$ cat src/rtl/ifetch_if.sv
// ----------------------------------------------------------------------------
// ifetch_if -- signal bundle between the instruction fetch unit and its
// surroundings (instruction memory read port, consumer stream, redirect).
//
// Parameters
//   aw : instruction memory address width
//   dw : instruction word width
//
// Signals
//   addr   : memory read address (the fetch pc)
//   rex    : memory read enable, active-low (0 = fetch this cycle)
//   rdata  : memory read data, combinational from addr
//   instr  : instruction word at the buffer head
//   iaddr  : fetch address of instr
//   ivalid : buffer non-empty
//   iready : consumer accept
//   jmp    : redirect request
//   jaddr  : redirect target
//   halted : fetch-stopped flag
//
// Modports
//   master : the fetch unit side
//   slave  : the environment side (memory, consumer, redirect source)
// ----------------------------------------------------------------------------
interface ifetch_if #(
    parameter int aw = 8,
    parameter int dw = 16
);
    logic [aw-1:0] addr;
    logic          rex;
    logic [dw-1:0] rdata;
    logic [dw-1:0] instr;
    logic [aw-1:0] iaddr;
    logic          ivalid;
    logic          iready;
    logic          jmp;
    logic [aw-1:0] jaddr;
    logic          halted;

    modport master (
        output addr, rex, instr, iaddr, ivalid, halted,
        input  rdata, iready, jmp, jaddr
    );

    modport slave (
        input  addr, rex, instr, iaddr, ivalid, halted,
        output rdata, iready, jmp, jaddr
    );
endinterface

$ cat src/rtl/ifetch.sv
// ----------------------------------------------------------------------------
// ifetch -- instruction fetch unit with a 2-entry prefetch buffer.
//
// A pc walks instruction memory, pushing {address, word} pairs into a
// two-entry FIFO whenever there is room. The consumer pops the head with an
// ivalid/iready handshake. A jmp redirects the pc and flushes the buffer.
//
// Parameters
//   aw : instruction memory address width (default 8)
//   dw : instruction word width (default 16)
//
// Ports
//   clk : single clock, rising edge
//   rst : synchronous active-high reset
//   bus : ifetch_if.master (addr/rex/rdata memory port, instr/iaddr/ivalid/
//         iready consumer stream, jmp/jaddr redirect, halted flag)
//
// Configuration
//   IFETCH_HALT_EN : when defined, fetching an all-ones word buffers it and
//                    then stops fetching until jmp or rst. When undefined,
//                    halted is tied low and the all-ones word is ordinary.
// ----------------------------------------------------------------------------
module ifetch #(
    parameter int aw = 8,
    parameter int dw = 16
) (
    input  logic     clk,
    input  logic     rst,
    ifetch_if.master bus
);

    logic [aw-1:0] pc_q, pc_d;
    logic [1:0]    count_q, count_d;
    // Entry 0 is always the head; entry 1 only meaningful when count is 2.
    logic [aw-1:0] addr0_q, addr0_d, addr1_q, addr1_d;
    logic [dw-1:0] word0_q, word0_d, word1_q, word1_d;

    logic fetch;
    logic pop;
    logic halted_w;

`ifdef IFETCH_HALT_EN
    logic halted_q, halted_d;
    assign halted_w = halted_q;
`else
    assign halted_w = 1'b0;
`endif

    assign fetch = (count_q != 2'd2) && !bus.jmp && !halted_w && !rst;
    assign pop   = (count_q != 2'd0) && bus.iready;

    always_comb begin
        pc_d    = pc_q;
        count_d = count_q;
        addr0_d = addr0_q;
        addr1_d = addr1_q;
        word0_d = word0_q;
        word1_d = word1_q;
        if (bus.jmp) begin
            // A pop this cycle is simply consumed; everything else is flushed.
            pc_d    = bus.jaddr;
            count_d = 2'd0;
        end else begin
            // Only shift the second entry forward when it holds real data, so
            // instr/iaddr keep their last values once the buffer drains.
            if (pop && (count_q == 2'd2)) begin
                addr0_d = addr1_q;
                word0_d = word1_q;
            end
            if (fetch) begin
                if ((count_q == 2'd0) || pop) begin
                    addr0_d = pc_q;
                    word0_d = bus.rdata;
                end else begin
                    addr1_d = pc_q;
                    word1_d = bus.rdata;
                end
                pc_d = pc_q + 1'b1;
            end
            count_d = count_q + {1'b0, fetch} - {1'b0, pop};
        end
    end

    always_ff @(posedge clk) begin
        if (rst) begin
            pc_q    <= '0;
            count_q <= 2'd0;
            addr0_q <= '0;
            addr1_q <= '0;
            word0_q <= '0;
            word1_q <= '0;
        end else begin
            pc_q    <= pc_d;
            count_q <= count_d;
            addr0_q <= addr0_d;
            addr1_q <= addr1_d;
            word0_q <= word0_d;
            word1_q <= word1_d;
        end
    end

`ifdef IFETCH_HALT_EN
    // The halting word itself is buffered normally; only later fetches stop.
    always_comb begin
        halted_d = halted_q;
        if (bus.jmp) begin
            halted_d = 1'b0;
        end else if (fetch && (bus.rdata == {dw{1'b1}})) begin
            halted_d = 1'b1;
        end
    end

    always_ff @(posedge clk) begin
        if (rst) begin
            halted_q <= 1'b0;
        end else begin
            halted_q <= halted_d;
        end
    end
`endif

    assign bus.addr   = pc_q;
    assign bus.rex    = !fetch;
    assign bus.instr  = word0_q;
    assign bus.iaddr  = addr0_q;
    assign bus.ivalid = (count_q != 2'd0);
    assign bus.halted = halted_w;

endmodule

$ cat src/flat_wrapper.sv
// flat-port wrapper written by rule: the top's interface ports become plain ports
module ifetch_flat 
#(
    parameter int aw = 8,
    parameter int dw = 16
)
  (clk, rst, bus_addr, bus_rex, bus_instr, bus_iaddr, bus_ivalid, bus_halted, bus_rdata, bus_iready, bus_jmp, bus_jaddr);
  ifetch_if #(.aw(aw), .dw(dw)) bus_i ();
  input  logic clk;
  input  logic rst;
  output wire logic [$bits(bus_i.addr)-1:0] bus_addr;
  output wire logic [$bits(bus_i.rex)-1:0] bus_rex;
  output wire logic [$bits(bus_i.instr)-1:0] bus_instr;
  output wire logic [$bits(bus_i.iaddr)-1:0] bus_iaddr;
  output wire logic [$bits(bus_i.ivalid)-1:0] bus_ivalid;
  output wire logic [$bits(bus_i.halted)-1:0] bus_halted;
  input wire logic [$bits(bus_i.rdata)-1:0] bus_rdata;
  input wire logic [$bits(bus_i.iready)-1:0] bus_iready;
  input wire logic [$bits(bus_i.jmp)-1:0] bus_jmp;
  input wire logic [$bits(bus_i.jaddr)-1:0] bus_jaddr;
  assign bus_addr = bus_i.addr;
  assign bus_rex = bus_i.rex;
  assign bus_instr = bus_i.instr;
  assign bus_iaddr = bus_i.iaddr;
  assign bus_ivalid = bus_i.ivalid;
  assign bus_halted = bus_i.halted;
  assign bus_i.rdata = bus_rdata;
  assign bus_i.iready = bus_iready;
  assign bus_i.jmp = bus_jmp;
  assign bus_i.jaddr = bus_jaddr;
  ifetch #(.aw(aw), .dw(dw)) u_core (.clk(clk), .rst(rst), .bus(bus_i));
endmodule
$ cat config.mk
export PLATFORM = sky130hd
export DESIGN_NAME = ifetch_flat
export DESIGN_NICKNAME = d
export VERILOG_FILES = /design/src/rtl/ifetch_if.sv /design/src/rtl/ifetch.sv /design/src/flat_wrapper.sv
export SDC_FILE = /design/constraint.sdc
export NUM_CORES = 1
export LEC_CHECK = 0
export CAP_MARGIN = 10
export CORE_MARGIN = 2
export CORE_UTILIZATION = 40
export DETAILED_ROUTE_END_ITERATION = 10
export SYNTH_ARGS = -nofsm -noshare
export SYNTH_HDL_FRONTEND = slang
export SYNTH_SLANG_ARGS = --single-unit
$ cat constraint.sdc
create_clock -name clk -period 5.1 [get_ports clk]
set_input_delay 1.02 -clock clk [delete_from_list [all_inputs] [get_ports clk]]
set_output_delay 1.02 -clock clk [all_outputs]
set_load 0.02 [all_outputs]
==> results of run 1 <==
## layer usage
layer  vias to the layer above  wire, um
met1                      1284      3740
met3                        11       276
met4                         0       116
li1                       1322         -
met5                         -         0
met2                        49      3670
## state kept, by name (all words and copies together) (netlist names)
name	cells
u_core.bus.iaddr	8
u_core.bus.addr	8
u_core.addr1_q	8
u_core.bus.instr	16
u_core.word1_q	16
u_core.count_q	2
## how the worst max path moves through the flow
stage | startpoint | endpoint | slack (ps) | depth (start not counted)
2_1_floorplan | bus_jmp | bus_rex | 2510 | 4
3_3_place_gp | bus_jmp | bus_rex | 1670 | 5
3_5_place_dp | bus_jmp | bus_rex | 1680 | 5
4_1_cts | bus_jmp | bus_rex | 1680 | 5
5_1_grt | bus_jmp | bus_rex | 1620 | 5
6_report | bus_jmp | bus_rex | 1690 | 5
## final cells by class
class,count,area (um2),area share
Sequential cell,58,1160,0.301
Clock inverter,2,60.1,0.0155
Multi-Input combinational cell,245,1680,0.435
Tap cell,99,124,0.0321
Timing Repair Buffer,67,651,0.168
Inverter,7,28.8,0.00745
Clock buffer,13,159,0.0411
## worst max-delay path: cells and delay by family
| family | cells | cell delay (ps) |
|---|---|---|
| and+or+nand+nor | 2 | 240 |
| buffers and inverters | 3 | 1130 |
## logic make-up after synthesis
| kind of cell | count (synthesis) | share of synthesized area |
|---|---|---|
| simple gates | 148 | 0.284 |
| compound gates | 83 | 0.224 |
| flops | 58 | 0.382 |
| buf+inv | 40 | 0.0671 |
| xor+xnor | 8 | 0.0231 |
| fa+ha+maj | 3 | 0.0124 |
| mux | 2 | 0.00659 |
| other cells | 1 | 0.00123 |
## power breakdown
| group | total (mW) | switching [mW] | internal, mW |
|---|---|---|---|
| Clock | 0.478 | 0.178 | 0.300 |
| Combinational | 0.194 | 0.100 | 0.0941 |
| Sequential | 0.498 | 0.0237 | 0.474 |
## synthesized netlist by cell type, types with 2 or more instances
library cell,n
and2_1,9
ha_1,3
buf_6,3
mux2i_1,2
clkbuf_1,13
a211oi_2,19
a21oi_1,26
nor2_1,29
nand2_1,51
a2111oi_0,23
nand3_1,3
inv_1,6
nor2b_1,19
nor4_1,4
dfxtp_1,58
xnor2_1,3
xor2_1,5
buf_2,11
and3_1,2
nand4_1,3
a211oi_1,8
o21a_1,2
buf_1,2
buf_4,4
nor4_2,19
## through the flow
step / power, mW / instance area (um2) / util
5_1_grt: 1.21 / 3860 / 0.530
3_3_place_gp: 0.702 / 3640 / 0.500
3_5_place_dp: 0.703 / 3640 / 0.500
2_1_floorplan: 0.622 / 3040 / -
4_1_cts: 1.18 / 3860 / 0.530
6_report: 1.17 / 3860 / 0.530
==> results.toml, run 1 <==
[grt]
met3_usage = 0.0357
grt_pass1_wl_um = 12700
grt-ovfl-total = 0
top_usage_layer = "met2"
grt_util_all_layers = 0.191
use_met2 = 0.320
met1_usage = 0.243
grt_pass1_vias = 2563
grt_max_degree = 61
antenna_found_initial = 0

[logic_synthesis]
synth_edf_count = 0
yosys_register_bits = 58
synth.top_cell.area_share = 0.382
netlist_area_mm2 = 0.00304
synth_fp_nets = 374
syn-instance-count = 343
yosysTopAreaCell = "dfxtp_1"
yosysSeqAreaShare = 0.382
syn-mean-instance-area_um2 = 8.86
synthFlopType = "dfxtp_1"
yosys-top-cells-area = "dfxtp_1, a211oi_2, nor4_2"
synth_async_sr_flop_share = 0
synth.distinct_cells = 41
yosysWarnings = 0

[routing]
firstDrtPassIters = 4
drtAntennaViolNets = 0
avgViaCountPerCell = 5.43
routedWlPerCell_um = 15.9
vias = 2666
drc = 0
drt-initial-drc-count = 137
routed_wl_um = 7800

[placed_design]
place_congestion = 0.710
pre_cts_ws_ps = 1680
io_buffers = 61
dp_hpwl_um = 4740
place_inst = 476

[clock_network]
clkLatencyLatePin_ps = 330
hold_buffers = 0
cts.htree.levels = 3
clkSinkCount = 58
cts-resized-gates = 0
cts-buffers-inserted = 9
post_cts_buffers = 0
clockRootBuffer = "clkbuf_8"
clkSlewWorstSetupHoldPaths_ps = 60
tritoncts = "yes"
clock_path_buffers = 2

[worst_setup_path]
crit_path_max_fanout = 5
cp_common_cell = "clkdlybuf4s50_1"
crit_required_ps = 4080
ff2ff_path_depth = 5
rr_startpoint = "u_core.count_q[0]"
cp-start-kind = "input port"
crit_arrival_ps = 2390
worstPathCellList = "clkdlybuf4s50_1, nor2_2, and2_1, inv_1, clkdlybuf4s50_1"
r2r-end = "u_core.bus.iaddr[7]"
cpPeakStageDelay_ps = 590
worst-setup-path-type = "input port to output pin"
crit_slowest_cell = "clkdlybuf4s50_1"
rrSetupSlack_ps = 2770
end_kind = "output pin"

[hold_path]
hold_path_class = "flop to flop"
hp-start = "u_core.word1_q[1]"
hold_depth = 2
min_to = "u_core.word1_q[1]"

[sta]
rsz0062_at_grt = "no"
final_max_slew_viol_count = 0
tns_ps = 0
slew_headroom = 0.278
fin_ws_ps = 1690
clock_skew_ps = 5.10
layout_min_cycle_time_ps = 3410
worst_pin_slew_ps = 1080
fmax_ghz = 0.293
finalSetupViolations = 0
finalHoldViolations = 0
period_share = 0.669
timing.hold.ws_ps = 457

[job]
maxCapViolations = 0

[floorplanning]
die_width_um = 91.2
dieHeight_um = 91.2
row_count = 31
start_util = 0.417
fp.dieArea_mm2 = 0.00831
ios = 63
core_mm2 = 0.00729

[power_and_ir_drop]
power_density_mw_per_mm2 = 303
peakVddDrop_v = 0.000170
power.leakage_nw = 1.27

[finish]
final_cells = 491
fin_nets = 419
final_common_cell = "clkdlybuf4s50_1"
layout_common_cells = "clkdlybuf4s50_1, dfxtp_1, nand2_1"
diodes = 0
area_delta_synth_final_pct = 27.1
drive_gt1_frac = 0.163
nFillCells = 728

[run_status]
status = "complete, no violations"
No activity file was read; power rests on OpenSTA's default activity.
==> run 2, diff against run 1 <==
clock period = 3.3 ns   (was 5.1 ns; I/O delays follow)
==> results.toml, run 2 (same netlist as run 1, synthesis figures left out) <==
[run_status]
status = "complete, no violations"

[sta]
finalHoldViolations = 0
clock_skew_ps = 4.00
worst_pin_slew_ps = 1040
tns_ps = 0
fmax_ghz = 0.370
layout_min_cycle_time_ps = 2700
rsz0062_at_grt = "no"
final_max_slew_viol_count = 0
finalSetupViolations = 0
slew_headroom = 0.305
period_share = 0.819
timing.hold.ws_ps = 467

[worst_setup_path]
endpoint = "bus_rex"
worst-setup-path-type = "input port to output pin"
crit_required_ps = 2640
ff2ff_path_depth = 6
cp-start-kind = "input port"
end_kind = "output pin"
r2r-end = "u_core.bus.instr[14]"
crit_path_max_fanout = 5
cp-startpoint = "bus_jmp"
rrSetupSlack_ps = 1420
crit_arrival_ps = 2040
rr_startpoint = "u_core.count_q[0]"

[placed_design]
place_congestion = 0.736
io_buffers = 61
dp_hpwl_um = 4900

[grt]
grt_pass1_vias = 2672
antenna_found_initial = 0
grt-ovfl-total = 0
grt_pass1_wl_um = 13300
grt_max_degree = 60
grt_util_all_layers = 0.197

[routing]
dr_wl_met2_um = 3800
drtAntennaViolNets = 0
routedWlPerCell_um = 15.9
routed.top_layer = "met4"
wl_met1_um = 3750
routed_wl_um = 7900
vias = 2675
drc = 0
firstDrtPassIters = 4
avgViaCountPerCell = 5.37
wl_met3_um = 283
drt-initial-drc-count = 139

[floorplanning]
row_count = 31
die_width_um = 91.2
ios = 63
start_util = 0.417
fp.dieArea_mm2 = 0.00831
core_mm2 = 0.00729
dieHeight_um = 91.2

[clock_network]
clkSinkCount = 58
cts-buffers-inserted = 9
clock_path_buffers = 2
clkLatencyLatePin_ps = 330
cts-resized-gates = 0
clkSlewWorstSetupHoldPaths_ps = 60
cts.htree.levels = 3
post_cts_buffers = 0
clockRootBuffer = "clkbuf_8"
hold_buffers = 0
tritoncts = "yes"

[power_and_ir_drop]
power.leakage_nw = 1.28
power_density_mw_per_mm2 = 434
peakVddDrop_v = 0.000214

[hold_path]
hold_path_class = "flop to flop"
hp-start = "u_core.word1_q[1]"

[finish]
layout_common_cells = "clkdlybuf4s50_1, dfxtp_1, nand2_1"
final_common_cell = "clkdlybuf4s50_1"
area_delta_synth_final_pct = 27.4
diodes = 0
drive_gt1_frac = 0.178
fin_nets = 425
final_util = 0.531

[job]
maxCapViolations = 0
-- run 2: changes by cell type in the layout (fill, tap and decap cells not counted) --
cell	previous run	this run
buf_4	6	12
bufinv_16	2	0
clkbuf_8	11	12
clkinv_2	0	2
-- run 2: stage by stage --
step / setup WS [ps] / std cells / instance area (um2) / power [mW]
floorplan: 1330 / 343 / 3040 / 0.961
global placement: 594 / 482 / 3690 / 1.09
detailed placement: 588 / 482 / 3690 / 1.09
CTS: 588 / 498 / 3870 / 1.70
global route: 532 / 498 / 3870 / 1.76
finish: 596 / 498 / 3870 / 1.68
-- run 2: worst min path at each step --
stage / to / cells after the start
after floorplan: u_core.bus.instr[1] / 2
after detailed placement: u_core.bus.instr[1] / 2
final: u_core.word1_q[1] / 2
after global routing: u_core.addr1_q[7] / 2
after CTS: u_core.bus.instr[1] / 2
after global placement: u_core.word1_q[1] / 2
-- run 2: final cells by class --
type	count	area [um2]
Fill cell	706	3420
Clock buffer	14	173
Multi-Input combinational cell	245	1680
Inverter	7	28.8
Clock inverter	2	10.0
Timing Repair Buffer	73	696
Tap cell	99	124
Sequential cell	58	1160
-- run 2: power by group --
part / internal, mW / switching [mW] / total, mW
clock network: 0.332 / 0.272 / 0.605
logic: 0.148 / 0.158 / 0.306
registers: 0.733 / 0.0355 / 0.768
-- run 2: layer usage --
metal | up-vias | track usage
met4 | 0 | 0.0581
met3 | 9 | 0.0481
met2 | 51 | 0.331
met1 | 1285 | 0.251
met5 | - | 0
li1 | 1330 | -
-- run 2: worst max-delay path: stages --
cell             delay (ps)
clkdlybuf4s50_1         500
nor2_2                   70
and2_1                  170
inv_1                    50
clkdlybuf4s50_1         590
==> run 3, diff against run 2 <==
clock period = 2.6 ns   (was 3.3 ns; I/O delays follow)
==> results.toml, run 3 (same netlist as run 1, synthesis figures left out) <==
[run_status]
status = "complete, no violations"

[floorplanning]
die_width_um = 91.2
ios = 63
core_mm2 = 0.00729
start_util = 0.417
fp.dieArea_mm2 = 0.00831
dieHeight_um = 91.2
row_count = 31

[sta]
clock_skew_ps = 10.2
period_share = 0.949
finalSetupViolations = 0
rsz0062_at_grt = "no"
slew_headroom = 0.330
layout_min_cycle_time_ps = 2470
final_max_slew_viol_count = 0
tns_ps = 0
worst_pin_slew_ps = 1000
fmax_ghz = 0.405
finalHoldViolations = 0
timing.hold.ws_ps = 449

[worst_setup_path]
crit_path_max_fanout = 2
worst-setup-path-type = "input port to output pin"
crit_arrival_ps = 1950
crit_required_ps = 2080
end_kind = "output pin"
cp-start-kind = "input port"

[power_and_ir_drop]
power.switching_mw = 0.595
p_int_mw = 1.57
seqPwrFrac = 0.451
pwr-share-comb = 0.184
power.leakage_nw = 1.31
peakVddDrop_v = 0.000336
swShare = 0.275
power_density_mw_per_mm2 = 548
pwr-share-clk = 0.366

[grt]
grt_pass1_wl_um = 13600
grt-ovfl-total = 0
grt_max_degree = 39
antenna_found_initial = 0
grt_pass1_vias = 2794
grt_util_all_layers = 0.205

[finish]
drive_gt1_frac = 0.189
layout_common_cells = "clkdlybuf4s50_1, dfxtp_1, nand2_1"
fin_nets = 429
final_common_cell = "clkdlybuf4s50_1"
multiInputGateArea_mm2 = 0.00168
diodes = 0
design_area_mm2 = 0.00395
area_delta_synth_final_pct = 29.9
seqCellArea_mm2 = 0.00116
nFillCells = 744

[routing]
drt-initial-drc-count = 108
firstDrtPassIters = 4
drc = 0
routed_wl_um = 7880
drtAntennaViolNets = 0
avgViaCountPerCell = 5.42
routedWlPerCell_um = 15.7
vias = 2714

[clock_network]
tritoncts = "yes"
post_cts_buffers = 0
clkSinkCount = 58
cts-buffers-inserted = 9
cts.htree.levels = 3
clockRootBuffer = "clkbuf_8"
clkLatencyLatePin_ps = 340
cts-resized-gates = 0
clock_path_buffers = 2
clkSlewWorstSetupHoldPaths_ps = 60
hold_buffers = 0

[hold_path]
hold_path_class = "flop to flop"

[placed_design]
io_buffers = 61
place_congestion = 0.744
post_dp_cell_area_mm2 = 0.00376
dp_hpwl_um = 5110

[job]
maxCapViolations = 0
-- run 3: cell count changes in the layout (fill, tap and decap cells not counted), sizes merged --
cell,change
clkbuf,-1
buf,+4
-- run 3: layout make-up --
cell class                 instances  area share
sequential                        58       0.294
clock inverter                     2     0.00254
inverter                           7     0.00729
timing repair buffer              77       0.193
clock buffer                      13      0.0454
multi-input combinational        245       0.426
tap                               99      0.0314
-- run 3: power groups by stage --
stage / clock (mW) / sequential, mW / combinational [mW]
after global routing: 0.853 / 0.980 / 0.429
after detailed placement: 0 / 0.994 / 0.399
after CTS: 0.811 / 0.975 / 0.402
after floorplan: 0 / 1.03 / 0.192
after global placement: 0 / 0.995 / 0.397
final: 0.791 / 0.975 / 0.397
-- run 3: worst paths after layout --
check	to	slack, ps	depth (start not counted)	startpoint
setup / recovery	bus_rex	130	5	bus_jmp
hold / removal	u_core.bus.instr[1]	450	2	u_core.word1_q[1]
setup reg to reg	u_core.bus.instr[14]	680	6	u_core.count_q[0]
hold reg to reg	u_core.bus.instr[1]	450	2	u_core.word1_q[1]
-- run 3: routing by layer --
metal | wire length (um) | up-vias | share of wire | GRT usage
li1 | - | 1343 | - | -
met1 | 3730 | 1302 | 0.47 | 0.254
met2 | 3800 | 61 | 0.48 | 0.344
met3 | 287 | 8 | 0.036 | 0.0614
met4 | 66 | 0 | 0.0084 | 0.0568
met5 | 0 | - | 0 | 0
-- run 3: stage by stage --
stage                     std cells  utilization  setup WS (ps)  power [mW]
after CTS                       501        0.541            119        2.19
after global placement          486        0.515            122        1.39
after floorplan                 343            -            766        1.22
after detailed placement        486        0.515            102        1.39
after global routing            501        0.541           77.1        2.26
final                           501        0.541            133        2.16
-- run 3: critical path, cell delays in order --
cell             delay, ps
clkdlybuf4s50_1        550
nor2_2                  60
and2_1                 170
inv_1                   60
clkdlybuf4s50_1        590
